==> config.mk <==
export PLATFORM = sky130hd
export DESIGN_NAME = ram_arbiter_flat
export DESIGN_NICKNAME = d
export VERILOG_FILES = /design/src/rtl/ram_ctrl_pkg.sv /design/src/rtl/ram_arbiter_if.sv /design/src/rtl/ram_arbiter_rr_arb2.sv /design/src/rtl/ram_arbiter.sv /design/src/flat_wrapper.sv
export SDC_FILE = /design/constraint.sdc
export NUM_CORES = 1
export LEC_CHECK = 0
export CAP_MARGIN = 20
export CORE_AREA = 2 2 163 165
export DETAILED_ROUTE_END_ITERATION = 7
export DIE_AREA = 0 0 165 167
export SKIP_LAST_GASP = 1
export SLEW_MARGIN = 20
export SYNTH_ARGS = -nofsm -noshare
export SYNTH_HDL_FRONTEND = slang
export SYNTH_HIERARCHICAL = 1
export SYNTH_SLANG_ARGS = --single-unit
==> constraint.sdc <==
create_clock -name clk -period 3.6 [get_ports clk]
set_clock_uncertainty 0.1 [all_clocks]
set_input_delay 0.72 -clock clk [delete_from_list [all_inputs] [get_ports clk]]
set_output_delay 0.72 -clock clk [all_outputs]
set_load 0.05 [all_outputs]
==> src/rtl/ram_ctrl_pkg.sv <==
// Shared definitions for the two-master RAM arbiter: default bus widths,
// requester identifiers and the read-return pipeline stage record.
package ram_ctrl_pkg;

  localparam int unsigned ADDR_W_DEF = 8;
  localparam int unsigned DATA_W_DEF = 64;

  // Requester identity, also used as the round-robin priority pointer.
  typedef enum logic {
    ID_M0 = 1'b0,
    ID_M1 = 1'b1
  } req_id_t;

  // One stage of the read-return tracking pipeline.
  typedef struct packed {
    logic    valid;
    req_id_t id;
  } rd_stage_t;

endpackage

==> src/rtl/ram_arbiter_if.sv <==
// Bundle of the two master command/return channels and the RAM-side bus.
// slave  : view taken by the arbiter (receives commands and s_dout,
//          drives grants, read returns and RAM control).
// master : view taken by the clients and the RAM (the opposite directions).
interface ram_arbiter_if #(
  parameter int unsigned ADDR_W = ram_ctrl_pkg::ADDR_W_DEF,
  parameter int unsigned DATA_W = ram_ctrl_pkg::DATA_W_DEF
);

  logic              m0_req;
  logic              m0_we;
  logic [ADDR_W-1:0] m0_addr;
  logic [DATA_W-1:0] m0_wdata;
  logic              m0_gnt;
  logic              m0_rvalid;
  logic [DATA_W-1:0] m0_rdata;

  logic              m1_req;
  logic              m1_we;
  logic [ADDR_W-1:0] m1_addr;
  logic [DATA_W-1:0] m1_wdata;
  logic              m1_gnt;
  logic              m1_rvalid;
  logic [DATA_W-1:0] m1_rdata;

  logic              cen;
  logic              wen;
  logic [ADDR_W-1:0] s_addr;
  logic [DATA_W-1:0] s_din;
  logic [DATA_W-1:0] s_dout;

  modport slave (
    input  m0_req, m0_we, m0_addr, m0_wdata,
    input  m1_req, m1_we, m1_addr, m1_wdata,
    input  s_dout,
    output m0_gnt, m0_rvalid, m0_rdata,
    output m1_gnt, m1_rvalid, m1_rdata,
    output cen, wen, s_addr, s_din
  );

  modport master (
    output m0_req, m0_we, m0_addr, m0_wdata,
    output m1_req, m1_we, m1_addr, m1_wdata,
    output s_dout,
    input  m0_gnt, m0_rvalid, m0_rdata,
    input  m1_gnt, m1_rvalid, m1_rdata,
    input  cen, wen, s_addr, s_din
  );

endinterface

==> src/rtl/ram_arbiter_rr_arb2.sv <==
// Two-input round-robin grant with its priority pointer flop.
// Ports:
//   clk, rst_n : clock, asynchronous active-low reset
//   i_req[1:0] : request per master (bit 0 = m0, bit 1 = m1)
//   o_gnt_c    : one-hot (or zero) grant, combinational from i_req and pointer
module rr_arb2
  import ram_ctrl_pkg::*;
(
  input  logic       clk,
  input  logic       rst_n,
  input  logic [1:0] i_req,
  output logic [1:0] o_gnt_c
);

  req_id_t r_ptr;
  req_id_t w_ptr_nxt;

  // Grant selection; after any grant the pointer favours the other master.
  always_comb begin
    o_gnt_c   = 2'b00;
    w_ptr_nxt = r_ptr;
    if (i_req[0] && (!i_req[1] || (r_ptr == ID_M0))) begin
      o_gnt_c   = 2'b01;
      w_ptr_nxt = ID_M1;
    end else if (i_req[1]) begin
      o_gnt_c   = 2'b10;
      w_ptr_nxt = ID_M0;
    end
  end

  // Priority pointer; m0 is favoured out of reset.
  always_ff @(posedge clk or negedge rst_n) begin
    if (!rst_n) begin
      r_ptr <= ID_M0;
    end else begin
      r_ptr <= w_ptr_nxt;
    end
  end

endmodule

==> src/rtl/ram_arbiter.sv <==
// Round-robin arbiter letting two masters share one single-port synchronous
// RAM. Accepted commands are registered onto the RAM bus; reads are tracked
// through a two-stage pipeline so the issuing master gets an rvalid pulse
// aligned with s_dout two cycles after its accept edge.
// Ports:
//   clk, reset_n : clock, asynchronous active-low reset
//   bus          : master command/grant/read-return channels and RAM bus
module ram_arbiter
  import ram_ctrl_pkg::*;
#(
  parameter int unsigned ADDR_W = ADDR_W_DEF,
  parameter int unsigned DATA_W = DATA_W_DEF
) (
  input  logic          clk,
  input  logic          reset_n,
  ram_arbiter_if.slave  bus
);

  logic [1:0]        w_req;
  logic [1:0]        w_gnt;
  logic              w_accept;
  req_id_t           w_sel_id;
  logic              w_we;
  logic [ADDR_W-1:0] w_addr;
  logic [DATA_W-1:0] w_wdata;

  logic              r_cen;
  logic              r_wen;
  logic [ADDR_W-1:0] r_addr;
  logic [DATA_W-1:0] r_din;
  rd_stage_t         r_rd1;
  logic [1:0]        r_rvalid;

  assign w_req = {bus.m1_req, bus.m0_req};

  rr_arb2 u_arb (
    .clk     (clk),
    .rst_n   (reset_n),
    .i_req   (w_req),
    .o_gnt_c (w_gnt)
  );

  // Mux the granted master's command onto the issue path.
  always_comb begin
    w_accept = |w_gnt;
    w_sel_id = w_gnt[1] ? ID_M1 : ID_M0;
    w_we     = w_gnt[1] ? bus.m1_we    : bus.m0_we;
    w_addr   = w_gnt[1] ? bus.m1_addr  : bus.m0_addr;
    w_wdata  = w_gnt[1] ? bus.m1_wdata : bus.m0_wdata;
  end

  // Issue stage: address/data hold when idle so the RAM bus stays quiet.
  always_ff @(posedge clk or negedge reset_n) begin
    if (!reset_n) begin
      r_cen  <= 1'b0;
      r_wen  <= 1'b0;
      r_addr <= '0;
      r_din  <= '0;
    end else if (w_accept) begin
      r_cen  <= 1'b1;
      r_wen  <= w_we;
      r_addr <= w_addr;
      r_din  <= w_wdata;
    end else begin
      r_cen  <= 1'b0;
      r_wen  <= 1'b0;
    end
  end

  // Read-return pipeline: stage 1 marks the RAM sampling cycle, stage 2
  // lines up with s_dout and is decoded per master. Reset drops in-flight reads.
  always_ff @(posedge clk or negedge reset_n) begin
    if (!reset_n) begin
      r_rd1    <= '{valid: 1'b0, id: ID_M0};
      r_rvalid <= 2'b00;
    end else begin
      r_rd1    <= '{valid: w_accept & ~w_we, id: w_sel_id};
      r_rvalid <= {r_rd1.valid & (r_rd1.id == ID_M1),
                   r_rd1.valid & (r_rd1.id == ID_M0)};
    end
  end

  assign bus.m0_gnt    = w_gnt[0];
  assign bus.m1_gnt    = w_gnt[1];
  assign bus.m0_rvalid = r_rvalid[0];
  assign bus.m1_rvalid = r_rvalid[1];
  assign bus.m0_rdata  = bus.s_dout;
  assign bus.m1_rdata  = bus.s_dout;
  assign bus.cen       = r_cen;
  assign bus.wen       = r_wen;
  assign bus.s_addr    = r_addr;
  assign bus.s_din     = r_din;

endmodule
==> src/flat_wrapper.sv <==
// flat-port wrapper written by rule: the top's interface ports become plain ports
module ram_arbiter_flat import ram_ctrl_pkg::*;
#(
  parameter int unsigned ADDR_W = ADDR_W_DEF,
  parameter int unsigned DATA_W = DATA_W_DEF
)
  (clk, reset_n, bus_m0_req, bus_m0_we, bus_m0_addr, bus_m0_wdata, bus_m1_req, bus_m1_we, bus_m1_addr, bus_m1_wdata, bus_s_dout, bus_m0_gnt, bus_m0_rvalid, bus_m0_rdata, bus_m1_gnt, bus_m1_rvalid, bus_m1_rdata, bus_cen, bus_wen, bus_s_addr, bus_s_din);
  ram_arbiter_if #(.ADDR_W(ADDR_W), .DATA_W(DATA_W)) bus_i ();
  input  logic clk;
  input  logic reset_n;
  input wire logic [$bits(bus_i.m0_req)-1:0] bus_m0_req;
  input wire logic [$bits(bus_i.m0_we)-1:0] bus_m0_we;
  input wire logic [$bits(bus_i.m0_addr)-1:0] bus_m0_addr;
  input wire logic [$bits(bus_i.m0_wdata)-1:0] bus_m0_wdata;
  input wire logic [$bits(bus_i.m1_req)-1:0] bus_m1_req;
  input wire logic [$bits(bus_i.m1_we)-1:0] bus_m1_we;
  input wire logic [$bits(bus_i.m1_addr)-1:0] bus_m1_addr;
  input wire logic [$bits(bus_i.m1_wdata)-1:0] bus_m1_wdata;
  input wire logic [$bits(bus_i.s_dout)-1:0] bus_s_dout;
  output wire logic [$bits(bus_i.m0_gnt)-1:0] bus_m0_gnt;
  output wire logic [$bits(bus_i.m0_rvalid)-1:0] bus_m0_rvalid;
  output wire logic [$bits(bus_i.m0_rdata)-1:0] bus_m0_rdata;
  output wire logic [$bits(bus_i.m1_gnt)-1:0] bus_m1_gnt;
  output wire logic [$bits(bus_i.m1_rvalid)-1:0] bus_m1_rvalid;
  output wire logic [$bits(bus_i.m1_rdata)-1:0] bus_m1_rdata;
  output wire logic [$bits(bus_i.cen)-1:0] bus_cen;
  output wire logic [$bits(bus_i.wen)-1:0] bus_wen;
  output wire logic [$bits(bus_i.s_addr)-1:0] bus_s_addr;
  output wire logic [$bits(bus_i.s_din)-1:0] bus_s_din;
  assign bus_i.m0_req = bus_m0_req;
  assign bus_i.m0_we = bus_m0_we;
  assign bus_i.m0_addr = bus_m0_addr;
  assign bus_i.m0_wdata = bus_m0_wdata;
  assign bus_i.m1_req = bus_m1_req;
  assign bus_i.m1_we = bus_m1_we;
  assign bus_i.m1_addr = bus_m1_addr;
  assign bus_i.m1_wdata = bus_m1_wdata;
  assign bus_i.s_dout = bus_s_dout;
  assign bus_m0_gnt = bus_i.m0_gnt;
  assign bus_m0_rvalid = bus_i.m0_rvalid;
  assign bus_m0_rdata = bus_i.m0_rdata;
  assign bus_m1_gnt = bus_i.m1_gnt;
  assign bus_m1_rvalid = bus_i.m1_rvalid;
  assign bus_m1_rdata = bus_i.m1_rdata;
  assign bus_cen = bus_i.cen;
  assign bus_wen = bus_i.wen;
  assign bus_s_addr = bus_i.s_addr;
  assign bus_s_din = bus_i.s_din;
  ram_arbiter #(.ADDR_W(ADDR_W), .DATA_W(DATA_W)) u_core (.clk(clk), .reset_n(reset_n), .bus(bus_i));
endmodule
==> results.txt, run 1 <==
minimum clock period -> 2500 ps
initial cell density of the core -> 17.6%
antenna-violating nets left -> 0
Gate Count Post-Synth -> 462
die extent in y -> 167 um
core outline area -> 25800 um2
number of top-level pins -> 420
category of the worst setup path launch point -> input port
GR Overflow Total -> 0
horizontal extent of the die -> 165 um
layout overhead on the synthesized area -> 43.8%
# diodes -> 0
setup fix buffers added after clock tree synthesis -> 0
synthesized cell area -> 4530 um2
per-cell via count in the routed design -> 3.74
clock insertion delay at the later pin of the skew report -> 340 ps
top cells by area, synth -> sky130_fd_sc_hd__dfrtp_1 (44%), sky130_fd_sc_hd__buf_4 (22%), sky130_fd_sc_hd__mux2i_1 (16%)
critical path fanouts, max -> 3
number of sinks handled by clock tree synthesis -> 79
total of buffers placed on input and output ports -> 227
overall track demand over capacity in global routing -> 10.4%
DR iter-0 viols -> 127
arrival time at the worst endpoint -> 1680 ps
maximum number of pins on one net before global-route repair -> 101
Yosys warnings -> 6
final hold slack -> 272 ps
number of setup violations in the final report -> 0
standard-cell row count -> 59
post-detailed-routing wire length -> 15000 um
most frequent cells in the layout -> sky130_fd_sc_hd__clkdlybuf4s50_1 (224), sky130_fd_sc_hd__dfrtp_1 (79), sky130_fd_sc_hd__nand2_1 (73), sky130_fd_sc_hd__mux2i_1 (72), sky130_fd_sc_hd__o21ai_1 (72)
number of register bits inferred by synthesis -> 79
Non-Filler Cell Area, Final -> 6520 um2
post-synthesis sequential area ratio -> 43.6%
routability cong. -> 0.747
number of global-route vias before repair -> 3403
wire length of the first global-routing pass -> 21300 um
fraction of final layout cells with drive strength greater than 1 -> 4.49%
wire length per cell -> 16.9 um
antenna violations before repair -> 0
Fmax -> 0.400 GHz
synthesized net count -> 676
setup repair after global routing missed its margin -> no
most common cell after layout, fill and taps aside -> sky130_fd_sc_hd__clkdlybuf4s50_1
Syn Area/Cell -> 9.81 um2
VDD IR max -> 0.234 mV
Initial DRT Pass Iterations -> 4
number of hold buffers added after cts -> 0
post-synth top area share -> 43.6%
biggest area consumer among synthesized cells -> sky130_fd_sc_hd__dfrtp_1
required time at the endpoint of the critical path -> 2780 ps
final hold viol count -> 0
CTS buffer count -> 9
category of the most critical setup path -> in2out
half-perimeter wire length after detailed placement -> 11600 um
CTS tree -> done
setup total negative slack -> 0 ps
total of max-cap violations -> 0
area enclosed by the die boundary -> 27600 um2
count of nets after finishing -> 766
total DRC errors in the routed layout -> 0
worst hold path class -> in2async
synth unique cells -> 16
buffers from clock root to sink, at most -> 2
clock root buffer -> sky130_fd_sc_hd__clkbuf_16
worst slew slack as a fraction of its limit -> 61.7%
dpl cell area -> 6210 um2
count of final max-slew check failures -> 0
number of H-tree levels -> 3
register-to-register path setup slack -> 1940 ps
power per cell area -> 507 nW/um2
run status -> finished clean
measured slew at the worst slew-check pin -> 575 ps
CTS clk-pin slew, worst paths -> 70 ps
via count -> 3340
final clock period utilization by the worst path -> 69.4%
leakage power -> 0.00265 uW
PostCTS Resize Cnt -> 0
critical path endpoint category -> output port
number of fill cells -> 2745
final cells by class:
class | instances | area (um2) | share of cell area [%]
clock inverter | 6 | 71.3 | 1.09
multi-input combinational | 227 | 1430 | 22.0
clock buffer | 10 | 229 | 3.51
tap | 335 | 419 | 6.43
inverter | 3 | 11.3 | 0.173
timing repair buffer | 232 | 2380 | 36.5
sequential | 79 | 1980 | 30.3
power by group:
part,switching [uW],internal [uW]
sequential,68.9,1020
combinational,752,497
clock,419,542
total,1240,2060
cell usage after synthesis:
cell type,count
sky130_fd_sc_hd__and2_1,2
sky130_fd_sc_hd__buf_4,131
sky130_fd_sc_hd__nand2b_1,2
sky130_fd_sc_hd__or2_1,1
sky130_fd_sc_hd__nand2_1,73
sky130_fd_sc_hd__buf_2,6
sky130_fd_sc_hd__o21ai_1,72
sky130_fd_sc_hd__dfrtp_1,79
sky130_fd_sc_hd__nor2b_1,1
sky130_fd_sc_hd__a21boi_0,1
sky130_fd_sc_hd__clkbuf_1,9
sky130_fd_sc_hd__buf_6,7
sky130_fd_sc_hd__inv_1,3
sky130_fd_sc_hd__o22ai_1,1
sky130_fd_sc_hd__o21ai_0,2
sky130_fd_sc_hd__mux2i_1,72
final timing paths:
| kind | from | endpoint | depth (start not counted) |
|---|---|---|---|
| max in group asynchronous | reset_n | u_core/bus.s_din[8] | 2 |
| worst min-delay path | reset_n | u_core/bus.s_din[6] | 1 |
| worst max-delay path | bus_m1_req | bus_m0_gnt | 3 |
| worst max register to register | u_core/u_arb/r_ptr | u_core/bus.s_din[53] | 5 |
| worst min register to register | u_core/r_rd1[0] | u_core/r_rvalid[0] | 1 |
| min in group clk | u_core/r_rd1[0] | u_core/r_rvalid[0] | 1 |
metal layers:
layer  track usage (%)  wire length, um  up-vias
met3              4.18             1700       36
met4              5.41              597        0
met5                 0                0        -
met2              19.2             7790      219
met1              9.80             4950     1515
li1                  -                -     1570
flip-flops by register name, summed over array words and instances (netlist names):
name and flops:
u_core/bus.s_din 64, u_core/bus.s_addr 8, u_core/r_rd1 2, u_core/r_rvalid 2, u_core/bus.cen 1, u_core/bus.wen 1
u_core/u_arb/r_ptr 1
cell families (layout without fill, tap and decap cells):
family          count (synthesis)  in the layout  share of synthesized area, %
buf+inv                       156            251                          25.1
flops                          79             79                          43.6
compound gates                 76             76                          8.48
simple gates                   79             79                          6.88
mux                            72             72                          15.9
critical path, stage by stage:
cell and delay, ps:
sky130_fd_sc_hd__clkdlybuf4s50_1 480, sky130_fd_sc_hd__a21boi_4 300, sky130_fd_sc_hd__buf_12 170
through the flow:
step / cells / utilization [%] / total power [uW] / setup WS [ps]
after floorplan: 462 / - / 2220 / 1490
after global placement: 876 / 24.1 / 2360 / 1110
after detailed placement: 876 / 24.1 / 2370 / 1100
after CTS: 892 / 25.3 / 3360 / 1100
after global routing: 892 / 25.3 / 3470 / 1060
final: 892 / 25.3 / 3300 / 1100
(Power assumes the default switching activity.)
==> inputs of run 2 (changes only) <==
- CORE_AREA: 2 2 163 165 -> 2 2 161 163
- DIE_AREA: 0 0 165 167 -> 0 0 163 165
- clock period: 3.6 -> 2.5 ns (I/O delays scaled with it)
==> run 2 against run 1 <==
  * Flip-flop and latch count is the same
  * Register-to-register slack lost 1000 ps
  * Final cell count grew 0.11%
  * Combinational power grew 46%
  * Design area grew 1.6%
  * Sequential power grew 45%
  * Via count grew 1.8%
  * Global-route usage shrank 0.15 points
  * Critical path type is now reg2out
  * Hold slack lost 260 ps
  * Critical path depth shrank 2
  * Non-clock buffer count grew 6
  * Wire length shrank 5.0%
==> results.txt, run 2 (synthesized netlist as in run 1, its figures left out) <==
count of nets after finishing -> 772 (was 766)
number of global-route vias before repair -> 3442 (was 3403)
Worst R2R End -> u_core/bus.cen (was u_core/bus.s_din[53])
post-detailed-routing wire length -> 14300 um (was 15000 um)
wire length per cell -> 16.0 um (was 16.9 um)
number of H-tree levels -> 3 (unchanged)
antenna violations before repair -> 0 (unchanged)
routability cong. -> 0.724 (was 0.747)
Initial DRT Pass Iterations -> 4 (unchanged)
total DRC errors in the routed layout -> 0 (unchanged)
overall track demand over capacity in global routing -> 10.3% (was 10.4%)
cell count of the worst reg-to-reg path -> 5 (unchanged)
category of the worst setup path launch point -> flop (was input port)
setup fix buffers added after clock tree synthesis -> 0 (unchanged)
clock insertion delay at the later pin of the skew report -> 340 ps (about the same)
number of hold buffers added after cts -> 0 (unchanged)
non-filler instance count after layout -> 893 (was 892)
Crit path buffers/inverters -> 1 (was 2)
antenna-violating nets left -> 0 (unchanged)
measured slew at the worst slew-check pin -> 552 ps (was 575 ps)
fraction of final layout cells with drive strength greater than 1 -> 5.68% (was 4.49%)
worst hold path class -> in2async (unchanged)
number of top-level pins -> 420 (unchanged)
most frequent cells in the layout -> sky130_fd_sc_hd__clkdlybuf4s50_1 (224), sky130_fd_sc_hd__dfrtp_1 (79), sky130_fd_sc_hd__nand2_1 (73), sky130_fd_sc_hd__mux2i_1 (72), sky130_fd_sc_hd__o21ai_1 (72) (unchanged)
total of max-cap violations -> 0 (unchanged)
GR Overflow Total -> 0 (unchanged)
worst slew slack as a fraction of its limit -> 63.1% (was 61.7%)
layout overhead on the synthesized area -> 46.1% (was 43.8%)
critical path fanouts, max -> 2 (was 3)
PostCTS Resize Cnt -> 0 (unchanged)
Non-Filler Cell Area, Final -> 6620 um2 (was 6520 um2)
max FFs per register -> 64 (unchanged)
most common cell after layout, fill and taps aside -> sky130_fd_sc_hd__clkdlybuf4s50_1 (unchanged)
minimum clock period -> 2140 ps
setup total negative slack -> 0 ps (unchanged)
via count -> 3401 (was 3340)
required time at the endpoint of the critical path -> 1900 ps (was 2780 ps)
run status -> finished clean (unchanged)
standard-cell row count -> 58 (was 59)
CTS clk-pin slew, worst paths -> 70 ps (about the same)
leakage power -> 0.00271 uW (was 0.00265 uW)
count of final max-slew check failures -> 0 (unchanged)
number of setup violations in the final report -> 0 (unchanged)
horizontal extent of the die -> 163 um (was 165 um)
CTS buffer count -> 9 (unchanged)
VDD IR max -> 0.271 mV (was 0.234 mV)
# diodes -> 0 (unchanged)
dpl cell area -> 6290 um2 (was 6210 um2)
Fmax -> 0.467 GHz
half-perimeter wire length after detailed placement -> 11100 um (was 11600 um)
power per cell area -> 739 nW/um2 (was 507 nW/um2)
total of buffers placed on input and output ports -> 227 (unchanged)
final hold viol count -> 0 (unchanged)
cell type group with the largest total delay on the critical path -> buffers and inverters (unchanged)
number of fill cells -> 2652 (was 2745)
CP peak stage delay -> 820 ps (was 480 ps)
startpoint of the worst register-to-register path -> u_core/u_arb/r_ptr (unchanged)
Multi-input gate area -> 1430 um2 (unchanged)
final clock period utilization by the worst path -> 85.7%
register-to-register path setup slack -> 890 ps (was 1940 ps)
critical path endpoint category -> output port (unchanged)
crit path cell chain -> clkdlybuf4s50_1 (was clkdlybuf4s50_1 > a21boi_4 > buf_12)
die extent in y -> 165 um (was 167 um)
category of the most critical setup path -> reg2out (was in2out)
initial cell density of the core -> 18.1% (was 17.6%)
highest-delay cell along the critical path -> sky130_fd_sc_hd__clkdlybuf4s50_1 (unchanged)
CTS tree -> done (unchanged)
per-cell via count in the routed design -> 3.81 (was 3.74)
number of sinks handled by clock tree synthesis -> 79 (unchanged)
core outline area -> 25000 um2 (was 25800 um2)
arrival time at the worst endpoint -> 1540 ps (was 1680 ps)
wire length of the first global-routing pass -> 20600 um (was 21300 um)
DR iter-0 viols -> 154 (was 127)
maximum number of pins on one net before global-route repair -> 48 (was 101)
setup repair after global routing missed its margin -> no (unchanged)
clock root buffer -> sky130_fd_sc_hd__clkbuf_16 (unchanged)
DP Cell Count -> 877 (was 876)
FF/Latch Area -> 1980 um2 (unchanged)
area enclosed by the die boundary -> 26900 um2 (was 27600 um2)
buffers from clock root to sink, at most -> 2 (unchanged)
## run 2: changes by cell type in the layout (fill, tap and decap cells not counted)
cell,before,now
sky130_fd_sc_hd__buf_12,6,9
sky130_fd_sc_hd__buf_4,2,5
sky130_fd_sc_hd__clkinv_4,3,0
sky130_fd_sc_hd__inv_6,0,2
sky130_fd_sc_hd__bufinv_16,1,2
sky130_fd_sc_hd__clkbuf_1,1,0
sky130_fd_sc_hd__clkbuf_8,0,1
sky130_fd_sc_hd__clkinv_2,0,1
sky130_fd_sc_hd__clkinvlp_4,2,1
## run 2: metrics by stage
step / setup slack (ps) / power (uW) / hold slack, ps / utilization, %
after global routing: 290 / 5150 / 38.1 / 26.4
final: 356 / 4890 / 17.0 / 26.4
after global placement: 350 / 3430 / 303 / 25.1
after floorplan: 606 / 3200 / 104 / -
after CTS: 303 / 5000 / 19.5 / 26.4
after detailed placement: 295 / 3440 / 317 / 25.1
## run 2: per-layer routing
| metal | part of all wire, % | up-vias | global-route usage (%) | routed length, um |
|---|---|---|---|---|
| met2 | 51 | 226 | 18.3 | 7230 |
| met4 | 4.1 | 0 | 5.63 | 585 |
| met5 | 0 | - | 0 | 0 |
| met1 | 33 | 1538 | 9.86 | 4710 |
| li1 | - | 1584 | - | - |
| met3 | 12 | 53 | 4.80 | 1770 |
## run 2: area by class of cell
cell class              count  share of cell area (%)
clock inverters             6                    1.36
well taps                 330                    6.24
clock buffers              10                    3.61
multi-input cells         227                    21.6
flip-flops and latches     79                    29.9
repair buffers            238                    37.2
inverters                   3                   0.170
## run 2: worst max path at each step
stage                               startpoint                    to  slack [ps]  depth (start not counted)
after floorplan                     bus_m0_req  u_core/bus.s_din[10]         610                          5
after detailed placement            bus_m1_req  u_core/bus.s_din[26]         300                          6
after global routing      u_core/bus.s_din[62]         bus_s_din[62]         290                          1
after global placement              bus_m0_req  u_core/bus.s_addr[0]         350                          6
final                     u_core/bus.s_din[61]         bus_s_din[61]         360                          1
after CTS                 u_core/bus.s_din[61]         bus_s_din[61]         300                          1
## run 2: report_power, final
part,switching (uW),internal (uW)
clock,583,909
combinational,1080,736
sequential,107,1470
